===== src/rtl/vector_sequencer_if.sv =====
// Stimulus/handshake bundle between vector_sequencer and its driver.
// rand_mode exists only when VECSEQ_LFSR_EN is defined.
interface vector_sequencer_if #(
  parameter int WIDTH  = 2,
  parameter int ADDR_W = 4
) ();
  logic              wr_en;
  logic [ADDR_W-1:0] wr_addr;
  logic [WIDTH-1:0]  wr_data;
  logic [ADDR_W:0]   length;
  logic              loop_en;
  logic              start;
  logic              abort;
  logic              vec_ready;
`ifdef VECSEQ_LFSR_EN
  logic              rand_mode;
`endif
  logic [WIDTH-1:0]  vec_out;
  logic              vec_valid;
  logic [ADDR_W-1:0] vec_index;
  logic              busy;
  logic              done;
  logic [15:0]       pass_count;

  modport master (
    output wr_en, wr_addr, wr_data, length, loop_en, start, abort, vec_ready,
`ifdef VECSEQ_LFSR_EN
    output rand_mode,
`endif
    input  vec_out, vec_valid, vec_index, busy, done, pass_count
  );

  modport slave (
    input  wr_en, wr_addr, wr_data, length, loop_en, start, abort, vec_ready,
`ifdef VECSEQ_LFSR_EN
    input  rand_mode,
`endif
    output vec_out, vec_valid, vec_index, busy, done, pass_count
  );
endinterface


===== src/rtl/vector_sequencer.sv =====
// Table-driven test-vector source with valid/ready playback and optional looping.
// Define VECSEQ_LFSR_EN to add an 8-bit LFSR vector source selected by rand_mode.
//   state | meaning
//   IDLE  | waiting for start; table writable
//   RUN   | streaming vectors, vec_valid high
//   DONE  | pass finished; table writable, waiting for start/abort
module vector_sequencer #(
  parameter int WIDTH  = 2,
  parameter int DEPTH  = 16,
  parameter int ADDR_W = 4
) (
  input  logic              t_clock,
  input  logic              t_reset_n,
  vector_sequencer_if.slave bus
);
  typedef enum logic [1:0] {IDLE = 2'd0, RUN = 2'd1, DONE = 2'd2} state_t;

  localparam logic [ADDR_W:0] DEPTH_L = (ADDR_W+1)'(DEPTH);

  state_t            r_state, w_state_nx;
  logic [WIDTH-1:0]  r_mem [DEPTH];
  logic [WIDTH-1:0]  r_vec, w_vec_nx, w_vec_first, w_vec_step;
  logic [ADDR_W-1:0] r_index, w_index_nx, w_index_inc;
  logic [ADDR_W:0]   r_len, w_len_nx, w_len_eff;
  logic              r_loop, w_loop_nx;
  logic [15:0]       r_pass, w_pass_nx;
  logic              w_xfer, w_last;

  assign w_len_eff   = (bus.length > DEPTH_L) ? DEPTH_L : bus.length;
  assign w_index_inc = r_index + ADDR_W'(1);
  assign w_xfer      = (r_state == RUN) && bus.vec_ready;
  assign w_last      = ({1'b0, r_index} == (r_len - (ADDR_W+1)'(1)));

`ifdef VECSEQ_LFSR_EN
  localparam logic [7:0] SEED = 8'hA5;
  logic [7:0] r_lfsr, w_lfsr_nx, w_lfsr_step;
  logic       r_rand, w_rand_nx;

  // Fibonacci taps for x^8+x^6+x^5+x^4+1
  assign w_lfsr_step = {r_lfsr[6:0], r_lfsr[7] ^ r_lfsr[5] ^ r_lfsr[4] ^ r_lfsr[3]};
  assign w_vec_first = bus.rand_mode ? SEED[WIDTH-1:0] : r_mem[0];
  assign w_vec_step  = r_rand ? w_lfsr_step[WIDTH-1:0]
                              : (w_last ? r_mem[0] : r_mem[w_index_inc]);
`else
  assign w_vec_first = r_mem[0];
  assign w_vec_step  = w_last ? r_mem[0] : r_mem[w_index_inc];
`endif

  always_comb begin
    w_state_nx = r_state;
    w_vec_nx   = r_vec;
    w_index_nx = r_index;
    w_len_nx   = r_len;
    w_loop_nx  = r_loop;
    w_pass_nx  = r_pass;
`ifdef VECSEQ_LFSR_EN
    w_lfsr_nx  = r_lfsr;
    w_rand_nx  = r_rand;
`endif
    if (bus.abort) begin
      w_state_nx = IDLE;
    end else begin
      case (r_state)
        IDLE, DONE: begin
          if (bus.start) begin
            w_len_nx   = w_len_eff;
            w_loop_nx  = bus.loop_en;
            w_pass_nx  = '0;
            w_index_nx = '0;
`ifdef VECSEQ_LFSR_EN
            w_rand_nx  = bus.rand_mode;
            w_lfsr_nx  = SEED;
`endif
            if (w_len_eff == '0) begin
              w_state_nx = DONE;
            end else begin
              w_state_nx = RUN;
              w_vec_nx   = w_vec_first;
            end
          end
        end
        RUN: begin
          if (w_xfer) begin
`ifdef VECSEQ_LFSR_EN
            w_lfsr_nx = w_lfsr_step;
`endif
            if (w_last) begin
              if (r_pass != 16'hFFFF) w_pass_nx = r_pass + 16'd1;
              if (r_loop) begin
                w_index_nx = '0;
                w_vec_nx   = w_vec_step;
              end else begin
                w_state_nx = DONE;
              end
            end else begin
              w_index_nx = w_index_inc;
              w_vec_nx   = w_vec_step;
            end
          end
        end
        default: w_state_nx = IDLE;
      endcase
    end
  end

  always_ff @(posedge t_clock) begin
    if (!t_reset_n) begin
      r_state <= IDLE;
      r_vec   <= '0;
      r_index <= '0;
      r_len   <= '0;
      r_loop  <= 1'b0;
      r_pass  <= '0;
`ifdef VECSEQ_LFSR_EN
      r_lfsr  <= SEED;
      r_rand  <= 1'b0;
`endif
    end else begin
      r_state <= w_state_nx;
      r_vec   <= w_vec_nx;
      r_index <= w_index_nx;
      r_len   <= w_len_nx;
      r_loop  <= w_loop_nx;
      r_pass  <= w_pass_nx;
`ifdef VECSEQ_LFSR_EN
      r_lfsr  <= w_lfsr_nx;
      r_rand  <= w_rand_nx;
`endif
    end
  end

  // Table survives reset; frozen while streaming so a pass sees a stable table.
  always_ff @(posedge t_clock) begin
    if (bus.wr_en && (r_state != RUN)) r_mem[bus.wr_addr] <= bus.wr_data;
  end

  assign bus.vec_out    = r_vec;
  assign bus.vec_valid  = (r_state == RUN);
  assign bus.vec_index  = r_index;
  assign bus.busy       = (r_state == RUN);
  assign bus.done       = (r_state == DONE);
  assign bus.pass_count = r_pass;
endmodule


===== src/flat_wrapper.sv =====
// flat-port wrapper written by rule: the top's interface ports become plain ports
module vector_sequencer_flat 
#(
  parameter int WIDTH  = 2,
  parameter int DEPTH  = 16,
  parameter int ADDR_W = 4
)
  (t_clock, t_reset_n, bus_wr_en, bus_wr_addr, bus_wr_data, bus_length, bus_loop_en, bus_start, bus_abort, bus_vec_ready, bus_vec_out, bus_vec_valid, bus_vec_index, bus_busy, bus_done, bus_pass_count);
  vector_sequencer_if #(.WIDTH(WIDTH), .ADDR_W(ADDR_W)) bus_i ();
  input  logic t_clock;
  input  logic t_reset_n;
  input wire logic [$bits(bus_i.wr_en)-1:0] bus_wr_en;
  input wire logic [$bits(bus_i.wr_addr)-1:0] bus_wr_addr;
  input wire logic [$bits(bus_i.wr_data)-1:0] bus_wr_data;
  input wire logic [$bits(bus_i.length)-1:0] bus_length;
  input wire logic [$bits(bus_i.loop_en)-1:0] bus_loop_en;
  input wire logic [$bits(bus_i.start)-1:0] bus_start;
  input wire logic [$bits(bus_i.abort)-1:0] bus_abort;
  input wire logic [$bits(bus_i.vec_ready)-1:0] bus_vec_ready;
  output wire logic [$bits(bus_i.vec_out)-1:0] bus_vec_out;
  output wire logic [$bits(bus_i.vec_valid)-1:0] bus_vec_valid;
  output wire logic [$bits(bus_i.vec_index)-1:0] bus_vec_index;
  output wire logic [$bits(bus_i.busy)-1:0] bus_busy;
  output wire logic [$bits(bus_i.done)-1:0] bus_done;
  output wire logic [$bits(bus_i.pass_count)-1:0] bus_pass_count;
  assign bus_i.wr_en = bus_wr_en;
  assign bus_i.wr_addr = bus_wr_addr;
  assign bus_i.wr_data = bus_wr_data;
  assign bus_i.length = bus_length;
  assign bus_i.loop_en = bus_loop_en;
  assign bus_i.start = bus_start;
  assign bus_i.abort = bus_abort;
  assign bus_i.vec_ready = bus_vec_ready;
  assign bus_vec_out = bus_i.vec_out;
  assign bus_vec_valid = bus_i.vec_valid;
  assign bus_vec_index = bus_i.vec_index;
  assign bus_busy = bus_i.busy;
  assign bus_done = bus_i.done;
  assign bus_pass_count = bus_i.pass_count;
  vector_sequencer #(.WIDTH(WIDTH), .DEPTH(DEPTH), .ADDR_W(ADDR_W)) u_core (.t_clock(t_clock), .t_reset_n(t_reset_n), .bus(bus_i));
endmodule

===== config.mk =====
export PLATFORM = sky130hd
export DESIGN_NAME = vector_sequencer_flat
export DESIGN_NICKNAME = d
export VERILOG_FILES = /design/src/rtl/vector_sequencer_if.sv /design/src/rtl/vector_sequencer.sv /design/src/flat_wrapper.sv
export SDC_FILE = /design/constraint.sdc
export NUM_CORES = 1
export LEC_CHECK = 0
export CAP_MARGIN = 0
export CORE_AREA = 2 2 86 88
export DETAILED_ROUTE_END_ITERATION = 8
export DIE_AREA = 0 0 88 90
export PLACE_DENSITY = 0.79
export SYNTH_ARGS = -nofsm -noshare
export SYNTH_HDL_FRONTEND = slang
export SYNTH_SLANG_ARGS = --single-unit

===== constraint.sdc =====
create_clock -name t_clock -period 2.6 [get_ports t_clock]
set_clock_uncertainty 0.15 [all_clocks]
set_input_delay 0.65 -clock t_clock [delete_from_list [all_inputs] [get_ports t_clock]]
set_output_delay 0.65 -clock t_clock [all_outputs]
set_load 0.02 [all_outputs]

==> results of run 1 <==
-- cells in the mapped netlist, drive strengths merged, types with 2 or more instances --
| cell type | number | area [um2] |
|---|---|---|
| a211oi | 4 | 30.0 |
| buf | 6 | 43.8 |
| or3 | 3 | 18.8 |
| mux4 | 8 | 180 |
| xnor2 | 12 | 105 |
| nor3b | 2 | 15.0 |
| a2111oi | 6 | 115 |
| or2 | 3 | 18.8 |
| nand3b | 5 | 37.5 |
| xor2 | 4 | 35.0 |
| or4 | 2 | 15.0 |
| mux2i | 6 | 60.1 |
| nand2b | 5 | 31.3 |
| nand4b | 3 | 26.3 |
| o21ai | 4 | 20.0 |
| ha | 3 | 37.5 |
| and2 | 4 | 26.3 |
| edfxtp | 32 | 961 |
| a31o | 2 | 17.5 |
| nand3 | 7 | 35.0 |
| nand2 | 21 | 78.8 |
| inv | 6 | 22.5 |
| nor2 | 29 | 109 |
| a21oi | 12 | 60.1 |
| nor3 | 5 | 25.0 |
| nand4 | 7 | 43.8 |
| nor2b | 4 | 25.0 |
| dfxtp | 30 | 601 |
| a21boi | 7 | 52.6 |
| clkbuf | 5 | 18.8 |
-- final cells by class --
type                    count  share of cell area, %
flip-flops and latches     62                   39.4
multi-input cells         187                   35.9
repair buffers             72                   16.5
clock buffers               9                   3.12
well taps                  99                   3.12
clock inverters             7                   1.42
inverters                   6                  0.567
-- how the worst min path moves through the flow --
| stage | start | depth (start not counted) | to | slack [ns] |
|---|---|---|---|---|
| final | u_core.r_len[4] | 2 | u_core.r_len[4] | 0.34 |
| after global routing | u_core.r_len[4] | 2 | u_core.r_len[4] | 0.37 |
| after CTS | u_core.r_len[4] | 2 | u_core.r_len[4] | 0.34 |
| after detailed placement | u_core.r_len[4] | 2 | u_core.r_len[4] | 0.33 |
| after global placement | u_core.r_len[1] | 2 | u_core.r_len[1] | 0.32 |
| after floorplan | u_core.r_len[1] | 2 | u_core.r_len[1] | 0.30 |
-- sequential cells by signal, summed over array words and instances (netlist names) --
name,flops
u_core.bus.pass_count,16
u_core.bus.vec_index,4
u_core.bus.vec_out,2
u_core.r_len,5
u_core.r_loop,1
u_core.r_mem,32
u_core.r_state,2
-- critical path, stage by stage, from the launching register on --
cell and delay [ns]:
dfxtp_2 0.35, inv_1 0.06, ha_4 0.17, o21ba_1 0.18
a221oi_2 0.32, o2111ai_4 0.24, buf_6 0.21, a21o_2 0.23
or3_1 0.34, a21oi_1 0.15
-- metal layers --
metal / part of all wire, % / global-route usage [%] / up-vias / wire, um
li1: - / - / 1145 / -
met1: 42 / 22.8 / 1141 / 2890
met2: 50 / 29.1 / 59 / 3450
met3: 5.4 / 4.96 / 10 / 370
met4: 2.0 / 8.97 / 0 / 135
met5: 0 / 0 / - / 0
-- through the flow --
stage | setup slack, ns | area (um2)
finish | 0.125 | 3970
floorplan | 0.0904 | 3050
global placement | -0.0685 | 3760
detailed placement | -0.121 | 3760
global route | 0.0175 | 3970
CTS | -0.00110 | 3940
-- report_power, final --
part	switching [uW]	internal [uW]	total, uW
registers	9.21	1040	1050
clock network	418	356	774
logic	94.3	88.7	183
total	521	1490	2010
-- cell families (layout without fill, tap and decap cells) --
| logic type | after synthesis | in the layout | synth area share (%) |
|---|---|---|---|
| simple gates | 107 | 107 | 18.6 |
| buf+inv | 17 | 94 | 2.79 |
| flops | 62 | 62 | 51.1 |
| xor+xnor | 16 | 16 | 4.59 |
| compound gates | 47 | 47 | 13.8 |
| mux | 14 | 14 | 7.87 |
| fa+ha+maj | 3 | 3 | 1.23 |
-- placed cells by master, fill, tap and decap left out, types with 8 or more instances in the layout --
master,n
dfxtp_1,28
clkbuf_8,9
buf_4,29
edfxtp_1,32
mux4_2,8
nor2_1,29
xnor2_1,12
nand2_1,21
clkdlybuf4s50_1,40
a21oi_1,12
-- what timing repair did --
item	in CTS	in global routing
pin swaps	0	3
hold buffers	0	0
gates resized for setup	2	9
endpoints found under the setup margin	4	21
==> impl_metrics.json, run 1 <==
{
  "status": "complete, no violations",
  "coreArea_mm2": 0.00702,
  "cp.required_ns": 2.72,
  "avgSynthCellArea_um2": 11.5,
  "relSlewSlack_pct": 61.1,
  "die_x_um": 88,
  "path_class": "flip-flop to flip-flop",
  "fmax_mhz": 404,
  "critPathCaptureType": "flip-flop",
  "synthFlopType": "edfxtp_1",
  "critPathMaxFanout": 7,
  "synth-edff-count": 32,
  "synth_cells": 266,
  "rr_startpoint": "u_core.r_len[1]",
  "ioPinCount": 43,
  "ys_seq_area_share_pct": 51.1,
  "ys_seq_elements": 62,
  "worstSetupEndpoint": "u_core.bus.pass_count[5]",
  "multiInputGateArea_mm2": 0.00143,
  "final_util_pct": 56.6,
  "final-max-slew-violation-count": 0,
  "finalSetupViolations": 0,
  "cts_tree": "built",
  "cp.arrival_ns": 2.59,
  "post_cts_buffers": 0,
  "dieArea_mm2": 0.00792,
  "power_leakage_uw": 0.00136,
  "critPathLaunchType": "flip-flop",
  "reg2reg_to": "u_core.bus.pass_count[5]",
  "rr_worst_depth": 9,
  "drc": 0,
  "nNetsFinal": 359,
  "clk_latency_ns": 0.35,
  "crit_start": "u_core.r_len[1]",
  "grt_pass1_wl_mm": 11.1,
  "wl_mm": 6.84,
  "whs_ns": 0.340,
  "max-vdd-ir-drop_mv": 0.292,
  "std_cell_rows": 31,
  "area_delta_synth_final_pct": 30.1,
  "holdCritPathClass": "flip-flop to flip-flop",
  "postSynth.asyncResetShare_pct": 0,
  "cts_made_buffers": 9,
  "clkSlewWorstSetupHoldPaths_ns": 0.08,
  "tightest_slew_ns": 0.580,
  "die_h_um": 90,
  "grt_use_total_pct": 18.3,
  "fin_crit_sh_pct": 95.2,
  "ys_types": 55,
  "period_needed_ns": 2.47,
  "grt_pass1_vias": 2313,
  "drt.antenna.violating_nets": 0,
  "nFillCells": 564,
  "vias_per_cell": 5.33,
  "p_per_area_mw_per_mm2": 505,
  "final-seq-area_mm2": 0.00156,
  "grt_remaining_overflow": 0,
  "rrSetupSlack_ns": 0.13,
  "dr.pass1.iters": 5,
  "grt_max_degree": 17,
  "dr.first_iter.drc_count": 104,
  "fin_cells": 442,
  "yosysWarningCount": 0,
  "vias": 2355,
  "portBuffers": 42,
  "rsz0062_at_grt": "no",
  "gp_routability_congestion": 0.824,
  "cts.sink_count": 62,
  "drive_above_1_share_pct": 22.2,
  "finalHoldViolations": 0,
  "cts.path.max_buffers": 2,
  "power_uw": 2010,
  "dp_hpwl_mm": 4.93,
  "initial_core_util_pct": 43.5,
  "htree_num_levels": 3,
  "syn_nets": 287,
  "diodes": 0,
  "wire_per_inst_um": 15.5,
  "maxCapViolations": 0,
  "syn_area_mm2": 0.00305,
  "dpl.cell_count": 426,
  "grt_antenna_before_repair": 0,
  "cts.root.buffer_cell": "clkbuf_8",
  "final.setup.tns_ns": 0
}
(Power assumes the default switching activity.)
==> run 2, diff against run 1 <==
GPL_TIMING_DRIVEN = 0   (was not set)
==> run 2 against run 1 <==
Against the previous run: worst hold slack gained 0.0022 ns; combinational power shrank 3%; global-route usage grew 0.34 points; clock-buffer cell count is the same; sequential power is essentially flat; worst setup slack lost 0.048 ns; via count is essentially flat; cell count shrank 2.5%; clock power shrank 0.5%; largest power group unchanged.
==> impl_metrics.json, run 2 (synthesized netlist as in run 1, its figures left out) <==
{
  "status": "complete, no violations",
  "area_delta_synth_final_pct": 29.1,
  "finalHoldViolations": 0,
  "dr.pass1.iters": 4,
  "cp.arrival_ns": 2.67,
  "coreArea_mm2": 0.00702,
  "holdPathStages": 2,
  "cts_tree": "built",
  "clkSlewWorstSetupHoldPaths_ns": 0.07,
  "drt.antenna.violating_nets": 0,
  "fin_crit_sh_pct": 97.0,
  "cts.sink_count": 62,
  "std_cell_rows": 31,
  "nFillCells": 574,
  "finalSetupViolations": 0,
  "power_leakage_uw": 0.00130,
  "grt_use_total_pct": 18.7,
  "gp_routability_congestion": 0.855,
  "cts_made_buffers": 9,
  "ctsHoldBuffers": 0,
  "drc": 0,
  "layout_common_cells": "clkdlybuf4s50_1, edfxtp_1, nor2_1",
  "p_int_uw": 1480,
  "wl_mm": 7.03,
  "tightest_slew_ns": 0.581,
  "nNetsFinal": 348,
  "power.switching_uw": 522,
  "dpl_worst_slack_ns": -0.625,
  "critPathMaxFanout": 4,
  "htree_num_levels": 3,
  "grt_pass1_wl_mm": 11.3,
  "cts.root.buffer_cell": "clkbuf_8",
  "relSlewSlack_pct": 61.0,
  "comb_power_share_pct": 8.8,
  "min-delay-start": "u_core.r_len[1]",
  "wire_per_inst_um": 16.3,
  "rr_worst_depth": 9,
  "ioPinCount": 43,
  "p_per_area_mw_per_mm2": 507,
  "grt_pass1_vias": 2353,
  "rrSetupSlack_ns": 0.08,
  "initial_core_util_pct": 43.5,
  "reg2reg_to": "u_core.r_state[1]",
  "dr.first_iter.drc_count": 166,
  "path_class": "flip-flop to flip-flop",
  "grt_max_degree": 17,
  "diodes": 0,
  "period_needed_ns": 2.52,
  "regMostFlops": "u_core.r_mem",
  "clkPwrFrac_pct": 38.5,
  "fin_ws_ns": 0.0772,
  "holdCritPathClass": "flip-flop to flip-flop",
  "multiInputGateArea_mm2": 0.00147,
  "portBuffers": 42,
  "fmax_mhz": 396,
  "switching_share_pct": 26.1,
  "vias_per_cell": 5.46,
  "cp.required_ns": 2.75,
  "drive_above_1_share_pct": 20.8,
  "layout_commonest_cell": "clkdlybuf4s50_1",
  "dieArea_mm2": 0.00792,
  "max-vdd-ir-drop_mv": 0.238,
  "rsz0062_at_grt": "yes",
  "critPathCaptureType": "flip-flop",
  "grt_remaining_overflow": 0,
  "final-max-slew-violation-count": 0,
  "clk_latency_ns": 0.35,
  "vias": 2353,
  "final.setup.tns_ns": 0,
  "die_h_um": 90,
  "cts.path.max_buffers": 2,
  "die_x_um": 88,
  "grt_antenna_before_repair": 0,
  "critPathLaunchType": "flip-flop",
  "final-seq-area_mm2": 0.00157,
  "crit_start": "u_core.r_len[0]",
  "maxCapViolations": 0,
  "rr_startpoint": "u_core.r_len[0]",
  "largest_reg_flops": 32,
  "dp_hpwl_mm": 4.74,
  "seq_power_share_pct": 52.6,
  "whs_endpoint": "u_core.r_len[1]"
}
==> run 2: worst max-delay path, stage by stage, from the launching register on <==
cell and delay (ns):
dfxtp_2 0.36, inv_2 0.06, ha_4 0.17, o21ba_4 0.20, a221oi_4 0.33, buf_4 0.17, o2111ai_2 0.21, or3b_2 0.53
o22ai_1 0.13, and3b_1 0.16
==> run 2: worst max path at each step <==
stage / endpoint / slack, ns / cells past startpoint
floorplan: u_core.bus.pass_count[9] / 0.09 / 8
detailed placement: bus_vec_valid / -0.62 / 6
global route: u_core.bus.pass_count[9] / -0.03 / 9
global placement: bus_vec_valid / -0.60 / 6
CTS: u_core.bus.pass_count[8] / 0.004 / 8
finish: u_core.r_state[1] / 0.08 / 9
==> run 2: timing repair <==
action / 4_1_cts / 5_1_grt
pin swaps: 3 / 5
setup buffers: 4 / 4
endpoints found under the setup margin: 13 / 23
resized for setup: 11 / 14
gates cloned: 2 / 0
==> run 2: cell type report <==
class,count,area share (%)
clock inverters,7,1.43
well taps,99,3.14
repair buffers,51,13.0
clock buffers,9,3.14
multi-input cells,188,37.4
inverters,6,0.572
flip-flops and latches,62,39.7
plain buffers,9,1.62
==> run 2: routing by layer <==
metal  up-vias  part of all wire, %  global-route usage [%]
met3        13                  5.2                    5.05
li1       1130                    -                       -
met4         0                  2.3                    8.72
met1      1142                   42                    23.7
met5         -                    0                       0
met2        68                   51                    29.3
==> run 2: metrics by stage <==
stage	cells	instance area, um2	utilization (%)	hold slack (ns)	total power (uW)
after floorplan	266	3050	-	0.304	1160
after global placement	407	3600	51.2	0.329	1230
after detailed placement	407	3600	51.2	0.341	1230
after CTS	428	3880	55.2	0.350	2000
after global routing	431	3940	56.1	0.360	2080
final	431	3940	56.1	0.343	2000
==> run 2: power by group through the flow <==
stage / logic, uW / registers [uW] / clock network, uW
final: 177 / 1050 / 770
after floorplan: 82.2 / 1070 / 0
after global routing: 193 / 1050 / 833
after CTS: 165 / 1050 / 787
after detailed placement: 158 / 1070 / 0
after global placement: 155 / 1070 / 0
